===== config.mk =====
export PLATFORM = sky130hd
export DESIGN_NAME = pos_total_renderer
export DESIGN_NICKNAME = d
export VERILOG_FILES = /design/src/rtl/pos_total_renderer.sv
export SDC_FILE = /design/constraint.sdc
export NUM_CORES = 1
export LEC_CHECK = 0
export ABC_AREA = 1
export BUFFER_PORTS_ARGS = -buffer_cell sky130_fd_sc_hd__buf_4
export CAP_MARGIN = 30
export CORE_ASPECT_RATIO = 1.2
export CORE_MARGIN = 2
export CORE_UTILIZATION = 50
export CTS_CLUSTER_SIZE = 10
export DETAILED_ROUTE_END_ITERATION = 8
export PLACE_DENSITY_LB_ADDON = 0.15
export SYNTH_ARGS = -nofsm -noshare
export SYNTH_HDL_FRONTEND = slang
export SYNTH_SLANG_ARGS = --single-unit

===== constraint.sdc =====
create_clock -name clk -period 4.25 [get_ports clk]
set_input_delay 0.2125 -clock clk [delete_from_list [all_inputs] [get_ports clk]]
set_output_delay 0.2125 -clock clk [all_outputs]
set_load 0.03 [all_outputs]

===== src/rtl/pos_total_renderer.sv =====
// POS running-total accumulator with sequential BCD conversion and
// a four-digit seven-segment pixel renderer feeding the RGB buffer.
module pos_total_renderer #(
    parameter int          X0        = 224,
    parameter int          Y0        = 200,
    parameter logic [23:0] FG        = 24'h00FF00,
    parameter logic [23:0] BG        = 24'h000000,
    parameter int          MAX_TOTAL = 9999
) (
    input  logic        clk,
    input  logic        reset,
    input  logic        p_tick,
    input  logic        video_on,
    input  logic [9:0]  x,
    input  logic [9:0]  y,
    input  logic [7:0]  sw,
    input  logic        add,
    input  logic        clear,
    output logic [13:0] total,
    output logic        busy,
    output logic [7:0]  red,
    output logic [7:0]  green,
    output logic [7:0]  blue
);

    typedef enum logic [1:0] {S_IDLE, S_LOAD, S_SHIFT, S_DONE} state_t;

    state_t       r_state;
    logic         r_go;
    logic         r_busy;
    logic [3:0]   r_cnt;
    logic [29:0]  r_sr;
    logic [15:0]  r_dig;
    logic [13:0]  r_total;
    logic [23:0]  r_rgb;

    logic         w_accept;
    logic [14:0]  w_sum;
    logic [13:0]  w_sat;
    logic [29:0]  w_adj;

    assign w_accept = (r_state == S_IDLE) && !r_go && !r_busy && (add || clear);
    assign w_sum    = {1'b0, r_total} + {7'd0, sw};
    assign w_sat    = (w_sum > 15'(MAX_TOTAL)) ? 14'(MAX_TOTAL) : w_sum[13:0];

    // Double-dabble correction applied to the BCD field before each shift
    always_comb begin
        w_adj = r_sr;
        for (int n = 0; n < 4; n++) begin
            if (r_sr[14+4*n +: 4] >= 4'd5)
                w_adj[14+4*n +: 4] = r_sr[14+4*n +: 4] + 4'd3;
        end
    end

    always_ff @(posedge clk) begin
        if (reset) begin
            r_state <= S_IDLE;
            r_go    <= 1'b0;
            r_busy  <= 1'b0;
            r_cnt   <= 4'd0;
            r_sr    <= 30'd0;
            r_dig   <= 16'd0;
            r_total <= 14'd0;
        end else begin
            if (w_accept) begin
                r_total <= clear ? 14'd0 : w_sat;
                r_go    <= 1'b1;
            end
            unique case (r_state)
                S_IDLE: begin
                    if (r_go) begin
                        r_go    <= 1'b0;
                        r_busy  <= 1'b1;
                        r_state <= S_LOAD;
                    end
                end
                S_LOAD: begin
                    r_sr    <= {16'd0, r_total};
                    r_cnt   <= 4'd0;
                    r_state <= S_SHIFT;
                end
                S_SHIFT: begin
                    r_sr  <= {w_adj[28:0], 1'b0};
                    r_cnt <= r_cnt + 4'd1;
                    if (r_cnt == 4'd13)
                        r_state <= S_DONE;
                end
                S_DONE: begin
                    r_dig   <= r_sr[29:14];
                    r_busy  <= 1'b0;
                    r_state <= S_IDLE;
                end
                default: r_state <= S_IDLE;
            endcase
        end
    end

    logic        w_yin;
    logic        w_in;
    logic        w_blank;
    logic [9:0]  w_cx;
    logic [9:0]  w_cy;
    logic [3:0]  w_d;
    logic [3:0]  w_bl;
    logic [6:0]  w_seg;
    logic        w_lit;

    // A digit is blanked while it and every higher digit are zero
    assign w_bl[3] = (r_dig[15:12] == 4'd0);
    assign w_bl[2] = w_bl[3] && (r_dig[11:8] == 4'd0);
    assign w_bl[1] = w_bl[2] && (r_dig[7:4] == 4'd0);
    assign w_bl[0] = 1'b0;

    assign w_yin = (y >= 10'(Y0)) && (y <= 10'(Y0 + 79));
    assign w_cy  = y - 10'(Y0);

    always_comb begin
        w_in    = 1'b0;
        w_cx    = 10'd0;
        w_d     = 4'd0;
        w_blank = 1'b0;
        for (int i = 0; i < 4; i++) begin
            if (w_yin && (x >= 10'(X0 + (3 - i) * 48))
                      && (x <= 10'(X0 + (3 - i) * 48 + 47))) begin
                w_in    = 1'b1;
                w_cx    = x - 10'(X0 + (3 - i) * 48);
                w_d     = r_dig[4*i +: 4];
                w_blank = w_bl[i];
            end
        end
    end

    always_comb begin
        unique case (w_d)
            4'd0:    w_seg = 7'b1111110;
            4'd1:    w_seg = 7'b0110000;
            4'd2:    w_seg = 7'b1101101;
            4'd3:    w_seg = 7'b1111001;
            4'd4:    w_seg = 7'b0110011;
            4'd5:    w_seg = 7'b1011011;
            4'd6:    w_seg = 7'b1011111;
            4'd7:    w_seg = 7'b1110000;
            4'd8:    w_seg = 7'b1111111;
            4'd9:    w_seg = 7'b1111011;
            default: w_seg = 7'b0000000;
        endcase
    end

    assign w_lit =
        (w_seg[6] && w_cx <= 10'd39 && w_cy <= 10'd7) ||
        (w_seg[5] && w_cx >= 10'd32 && w_cx <= 10'd39 && w_cy <= 10'd39) ||
        (w_seg[4] && w_cx >= 10'd32 && w_cx <= 10'd39 &&
                     w_cy >= 10'd32 && w_cy <= 10'd71) ||
        (w_seg[3] && w_cx <= 10'd39 && w_cy >= 10'd64 && w_cy <= 10'd71) ||
        (w_seg[2] && w_cx <= 10'd7 && w_cy >= 10'd32 && w_cy <= 10'd71) ||
        (w_seg[1] && w_cx <= 10'd7 && w_cy <= 10'd39) ||
        (w_seg[0] && w_cx <= 10'd39 && w_cy >= 10'd32 && w_cy <= 10'd39);

    always_ff @(posedge clk) begin
        if (reset) begin
            r_rgb <= 24'd0;
        end else if (p_tick) begin
            if (!video_on)
                r_rgb <= 24'd0;
            else if (w_in && !w_blank && w_lit)
                r_rgb <= FG;
            else
                r_rgb <= BG;
        end
    end

    assign total = r_total;
    assign busy  = r_busy;
    assign red   = r_rgb[23:16];
    assign green = r_rgb[15:8];
    assign blue  = r_rgb[7:0];

endmodule


* Yosys cells after proc, flatten, opt, wreduce, memory -nomap -nowiden
Memory sizes are Yosys's and may differ from the RTL's.
Cells that the tools add are included.
** Operators by class
- Reduce and logical (&&, ||, !) cells :: 54
- Add/sub/neg operators :: 11
- Equal/unequal tests :: 6
- $lt $le $gt $ge :: 23
- Muxes and demuxes :: 33
** Operator list (count)
- $pmux W30 S2 :: 1
- $le A10 B9 Y1 const B :: 5
- $mux W10 :: 4
- $logic_and A1 B1 Y1 :: 36
- $mux W16 :: 2
- $ge A10 B9 Y1 const B :: 3
- $sub A10 B9 Y10 const B :: 3
- $mux W14 :: 2
- $mux W4 :: 7
- $ge A10 B6 Y1 const B :: 2
- $ge A10 B8 Y1 const B :: 2
- $le A10 B3 Y1 const B :: 2
- $le A10 B6 Y1 const B :: 2
- $sub A10 B8 Y10 const B :: 2
- $ge A4 B3 Y1 const B :: 4
- $add A14 B8 Y15 :: 1
- $gt A15 B14 Y1 const B :: 1
- $add A4 B2 Y4 const B :: 3
- $logic_not A4 Y1 :: 3
- $mux W1 :: 11
- $ge A10 B7 Y1 const B :: 1
- $le A10 B7 Y1 const B :: 1
- $pmux W2 S4 :: 1
- $pmux W4 S2 :: 1
- 14 further kinds :: 27
** Word-level totals
- Word-level logic and storage cells :: 136
- Input port bits :: 34
- Register bits after elaboration :: 92
- Output and inout bits :: 39
- ROM bits :: 112
- Memories kept :: 1
** Memories
- (no name shown) :: words 16, width 7, rd ports 1, clocked after Yosys merged registers in 0, write ports 0, line 134 : unique case (w_d)

* Depth between registers and ports, before layout
- Word-level depth :: 21
- Gate-level depth with buffers :: 26
- Depth with buffers taken out :: 26

* Worst setup path after synthesis
Ideal clock, no wire load.
- Path kind :: in2reg
- Start point :: input port x[6]
- End point :: register r_rgb[14]
- Setup slack :: 1.676 ns
- Arrival time :: 2.507 ns
- Setup time :: 0.067 ns
- Buffers on the path :: 0
- Cell stages on the path :: 24
- Required time :: 4.183 ns
- Cell sequence :: inv_1 -> ha_1 -> inv_1 -> nand2_1 -> nand2_2 -> inv_1 -> nand2_1 -> nand2_4 -> nor2_8 -> nand3_1 -> nand2_1 -> nand2_1 -> nand2_1 -> inv_1 -> ha_1 -> a21oi_1 -> nand2_1 -> nand3_1 -> nand2_1 -> nand2_1 -> nand2_1 -> nand2_1 -> nand2_1 -> a21oi_2
** On the way
- Word-level cells in the longest chain between the ends :: 20
- Elaborated cells between the ends (all ways) :: 70
- Those cells by class :: 4 x add/sub; 11 x order compare; 17 x mux; 37 x reduce/logical; 1 x memory
** Ends and longest elaborated chain
- start, declared :: line 14 : input logic [9:0] x,
- $ge A10 B9 Y1 :: line 123 : if (w_yin && (x >= 10'(X0 + (3 - i) * 48))
- $logic_and A1 B1 Y1 :: line 123
- $logic_and A1 B1 Y1 :: line 124 : && (x <= 10'(X0 + (3 - i) * 48 + 47))) begin
- $mux W10 or $mux W4 (tied branches) (4 in series) :: line 123
- $ge A10 B6 Y1 or $mem_v2 Z16 W7 (tied branches)
- $logic_and A1 B1 Y1 (on tied branches) (3 in series) :: line 151, 152
- $logic_or A1 B1 Y1 or $logic_and A1 B1 Y1 (tied branches) :: line 150, 153
- $logic_or A1 B1 Y1 :: line 151 : (w_seg[5] && w_cx >= 10'd32 && w_cx <= 10'd39 && w_cy <= 10'd39) ||
- $logic_or A1 B1 Y1 :: line 153 : w_cy >= 10'd32 && w_cy <= 10'd71) ||
- $logic_or A1 B1 Y1 :: line 154 : (w_seg[3] && w_cx <= 10'd39 && w_cy >= 10'd64 && w_cy <= 10'd71) ||
- $logic_or A1 B1 Y1 :: line 155 : (w_seg[2] && w_cx <= 10'd7 && w_cy >= 10'd32 && w_cy <= 10'd71) ||
- $logic_or A1 B1 Y1 :: line 156 : (w_seg[1] && w_cx <= 10'd7 && w_cy <= 10'd39) ||
- $logic_and A1 B1 Y1 * :: line 165 : else if (w_in && !w_blank && w_lit)
- $mux W16 * :: line 165
- $mux W16 * :: line 163 : if (!video_on)
- end signal, assigned :: line 164 : r_rgb <= 24'd0;
- end signal, assigned :: line 166 : r_rgb <= FG;
- end signal, assigned :: line 168 : r_rgb <= BG;
- end, declared :: line 35 : logic [23:0] r_rgb;
Mark *: on every way between the ends. The rest lies on a longest branch, timed or not.
A chain may end at the register's enable or synchronous reset.

* Worst setup path after layout
- Start point :: register r_total[2], in the netlist total[2]
- End point :: register r_total[12], in the netlist total[12]
** On the way
- Word-level cells in the longest chain between the ends :: 4
** Ends and longest elaborated chain
- start, declared :: line 34 : logic [13:0] r_total;
- start signal, assigned :: line 66 : r_total <= clear ? 14'd0 : w_sat;
- $add A14 B8 Y15 * :: line 43 : assign w_sum = {1'b0, r_total} + {7'd0, sw};
- $gt A15 B14 Y1 :: line 44 : assign w_sat = (w_sum > 15'(MAX_TOTAL)) ? 14'(MAX_TOTAL) : w_sum[13:0];
- $mux W14 * :: line 44
- $mux W14 * :: line 66
Marked as above.

==> results.toml <==
[critical_path]
critPathMaxFanout = 7
cp-start-kind = "flop"
r2r-start = "total[2]$_SDFFE_PP0P_"
r2r_end = "total[12]$_SDFFE_PP0P_"
critPathKind = "flop to flop"
rr_worst_depth = 16
worstPathArrival_ps = 3130
crit_path_end_kind = "flop"
r2r_slack_ps = 1380
worst_ep_required_time_ps = 4510

[floorplan]
die_h_um = 117
start_util_pct = 50.7
rows = 41
die_x_um = 97.8
dieArea_mm2 = 0.0114
core_mm2 = 0.0104
ios = 73

[clock_network]
cts_tree = "done"
holdBufCountCts = 0
clock_latency_ps = 340
clkSinkCount = 69
cts-htree-levels = 3
clkTransAtPathRegs_ps = 50
cts_resized = 0
clockRootBuffer = "clkbuf_16"
post_cts_buffers = 0
cts_buffer_depth = 2
cts_buffers = 9

[yosys]
synth_largest_area_cell = "dfxtp_1"
yosysTopAreaCellShare_pct = 26.2
syn_area_mm2 = 0.00528
yosys_warnings = 0
synth.avg_cell_area_um2 = 6.63
yosys_most_used_dff = "dfxtp_1"
synth-seq-area-share_pct = 26.2
yosys.cell_types.count = 49
yosys-top-cells-area = "dfxtp_1 (26%), nand2_1 (14%), ha_1 (10%), a21oi_1 (7.1%), inv_1 (6.9%)"
async_reset_ff_share_pct = 0
syn_inst = 796
synth_edf_count = 0
ys_ff_latch = 69

[final_layout]
layout_commonest_cell = "nand2_1"
final_area_mm2 = 0.00598
finalNonFillerCells = 970
drive_gt1_share_pct = 13.0
n_antenna_cell = 0
final_net_count = 913
final_cell_mix = "nand2_1 (190), inv_1 (97), a21oi_1 (75)"
num-fill-cells = 1018
area_delta_synth_final_pct = 13.3

[detailed_routing]
wl_um = 12800
viasPerCell = 5.27
wl_per_cell_um = 13.2
drc = 0
drtPass1Iterations = 5
first_iter_violations = 223
num_vias = 5111
antenna_left = 0

[job]
maxCapViolations = 0

[grt]
grt_max_degree = 38
grt_use_total_pct = 22.6
grt_pass1_vias = 4759
antenna_found_initial = 0
grt_overflow = 0
grt_first_pass_wirelength_um = 21300

[worst_hold_path]
hold_class = "primary input to flop"
hp-start = "p_tick"
hold_depth = 4
hold_end = "r_rgb[14]$_SDFFE_PP0P_"

[placed_design]
gp_congestion = 0.946
placed_cell_area_mm2 = 0.00565
numPortBuffers = 56
place_inst = 954
dp_hpwl_um = 9640

[sta]
fin_worst_skew_ps = 6.92
hold_viol = 0
setup-violations-final = 0
maxSlewHeadroom_pct = 40.9
tightestPinTransition_ps = 886
fmax_mhz = 349
fin_crit_ps = 2870
fin_setup_tns_ps = 0
hold-worst-slack_ps = 153
rsz0062_at_grt = "no"
min_period_over_period_pct = 67.5
slew_viol_final = 0

[power]
intPower_uw = 1510
seqPwrFrac_pct = 31.8
comb_power_share_pct = 34.7
sw_frac_of_total_pct = 38.0
powerDensity_mw_per_mm2 = 406
irDropWorstVdd_v = 0.000368
p_leak_uw = 0.00278
power.share.clock_pct = 33.5
power.switching_uw = 923

[outcome]
status = "finished, final reports clean"
-- power groups by stage --
stage	Sequential [µW]	Combinational, µW	Clock (µW)
floorplan	806	603	0
global placement	783	833	0
detailed placement	785	843	0
CTS	772	847	827
global route	781	947	854
finish	771	843	814
-- kinds of logic (layout without fill, tap and decap cells) --
group | Yosys count | count (layout) | synth area share (%)
flops | 69 | 69 | 26.2
fa+ha+maj | 43 | 43 | 10.3
compound gates | 155 | 155 | 16.5
xor+xnor | 23 | 23 | 3.82
buf+inv | 146 | 176 | 12.5
simple gates | 359 | 359 | 30.7
other cells | 1 | 16 | 0.0711
-- worst max path at each step --
| stage | start | slack, ps | end | cells after the start |
|---|---|---|---|---|
| 6_report | total[2]$_SDFFE_PP0P_ | 1380 | total[12]$_SDFFE_PP0P_ | 16 |
| 5_1_grt | total[2]$_SDFFE_PP0P_ | 1080 | total[5]$_SDFFE_PP0P_ | 16 |
| 4_1_cts | total[2]$_SDFFE_PP0P_ | 1360 | total[12]$_SDFFE_PP0P_ | 16 |
| 3_5_place_dp | x[6] | 1160 | r_rgb[14]$_SDFFE_PP0P_ | 24 |
| 3_3_place_gp | x[6] | 1300 | r_rgb[14]$_SDFFE_PP0P_ | 25 |
| 2_1_floorplan | x[6] | 1680 | r_rgb[14]$_SDFFE_PP0P_ | 24 |
-- final cells by class --
cell class | instances | area [µm²] | share of cell area, %
clock inverter | 4 | 70.1 | 1.17
multi-input combinational | 596 | 3290 | 55.1
timing repair buffer | 57 | 428 | 7.16
inverter | 103 | 389 | 6.51
sequential | 69 | 1380 | 23.1
clock buffer | 12 | 256 | 4.29
tap | 129 | 161 | 2.70
-- routing by layer --
metal	vias up	wire, µm	global-route usage (%)	part of all wire (%)
li1	2634	-	-	-
met5	-	0	0	0
met2	115	6740	43.7	53
met4	0	289	8.06	2.3
met3	21	434	3.65	3.4
met1	2341	5350	25.0	42
-- worst max-delay path, cell delays in order, from the launching register on --
cell and delay (ps):
dfxtp_1 390, ha_1 300, a21oi_1 160, nand2_1 120
nand2_1 100, o211ai_2 110, a21oi_2 200, nor2_1 60
nand2_1 120, nor2_2 60, xor2_1 220, o21ai_1 120
o21ai_1 280, nand2_2 170, nor2_4 180, nand2_1 70
a21oi_1 130
-- stage by stage --
| stage | util [%] | total power [µW] | setup slack (ps) |
|---|---|---|---|
| after floorplan | - | 1410 | 1680 |
| after global placement | 54.3 | 1620 | 1300 |
| after detailed placement | 54.3 | 1630 | 1160 |
| after CTS | 57.4 | 2450 | 1360 |
| after global routing | 57.4 | 2580 | 1080 |
| final | 57.4 | 2430 | 1380 |
-- flip-flops by register name, indices dropped and copies added (netlist names) --
register,flops
r_state,2
busy,1
r_dig,16
total,14
r_sr,30
r_cnt,4
r_go,1
r_rgb,1
-- synth_stat cells (3+ instances only) --
| cell | n |
|---|---|
| a21boi_0 | 3 |
| a21oi_1 | 75 |
| a21oi_2 | 5 |
| buf_4 | 23 |
| buf_6 | 3 |
| clkbuf_1 | 15 |
| clkinv_1 | 3 |
| dfxtp_1 | 69 |
| ha_1 | 42 |
| inv_1 | 97 |
| nand2_1 | 190 |
| nand2_2 | 7 |
| nand2_4 | 3 |
| nand3_1 | 66 |
| nand4_1 | 6 |
| nor2_1 | 56 |
| nor2_2 | 7 |
| nor2_4 | 4 |
| nor3_1 | 8 |
| nor4_1 | 3 |
| o211ai_1 | 6 |
| o21ai_0 | 47 |
| o21ai_1 | 3 |
| o21bai_1 | 3 |
| o22ai_1 | 3 |
| xnor2_1 | 3 |
| xor2_1 | 20 |
Power figures use the tool's default switching activity.
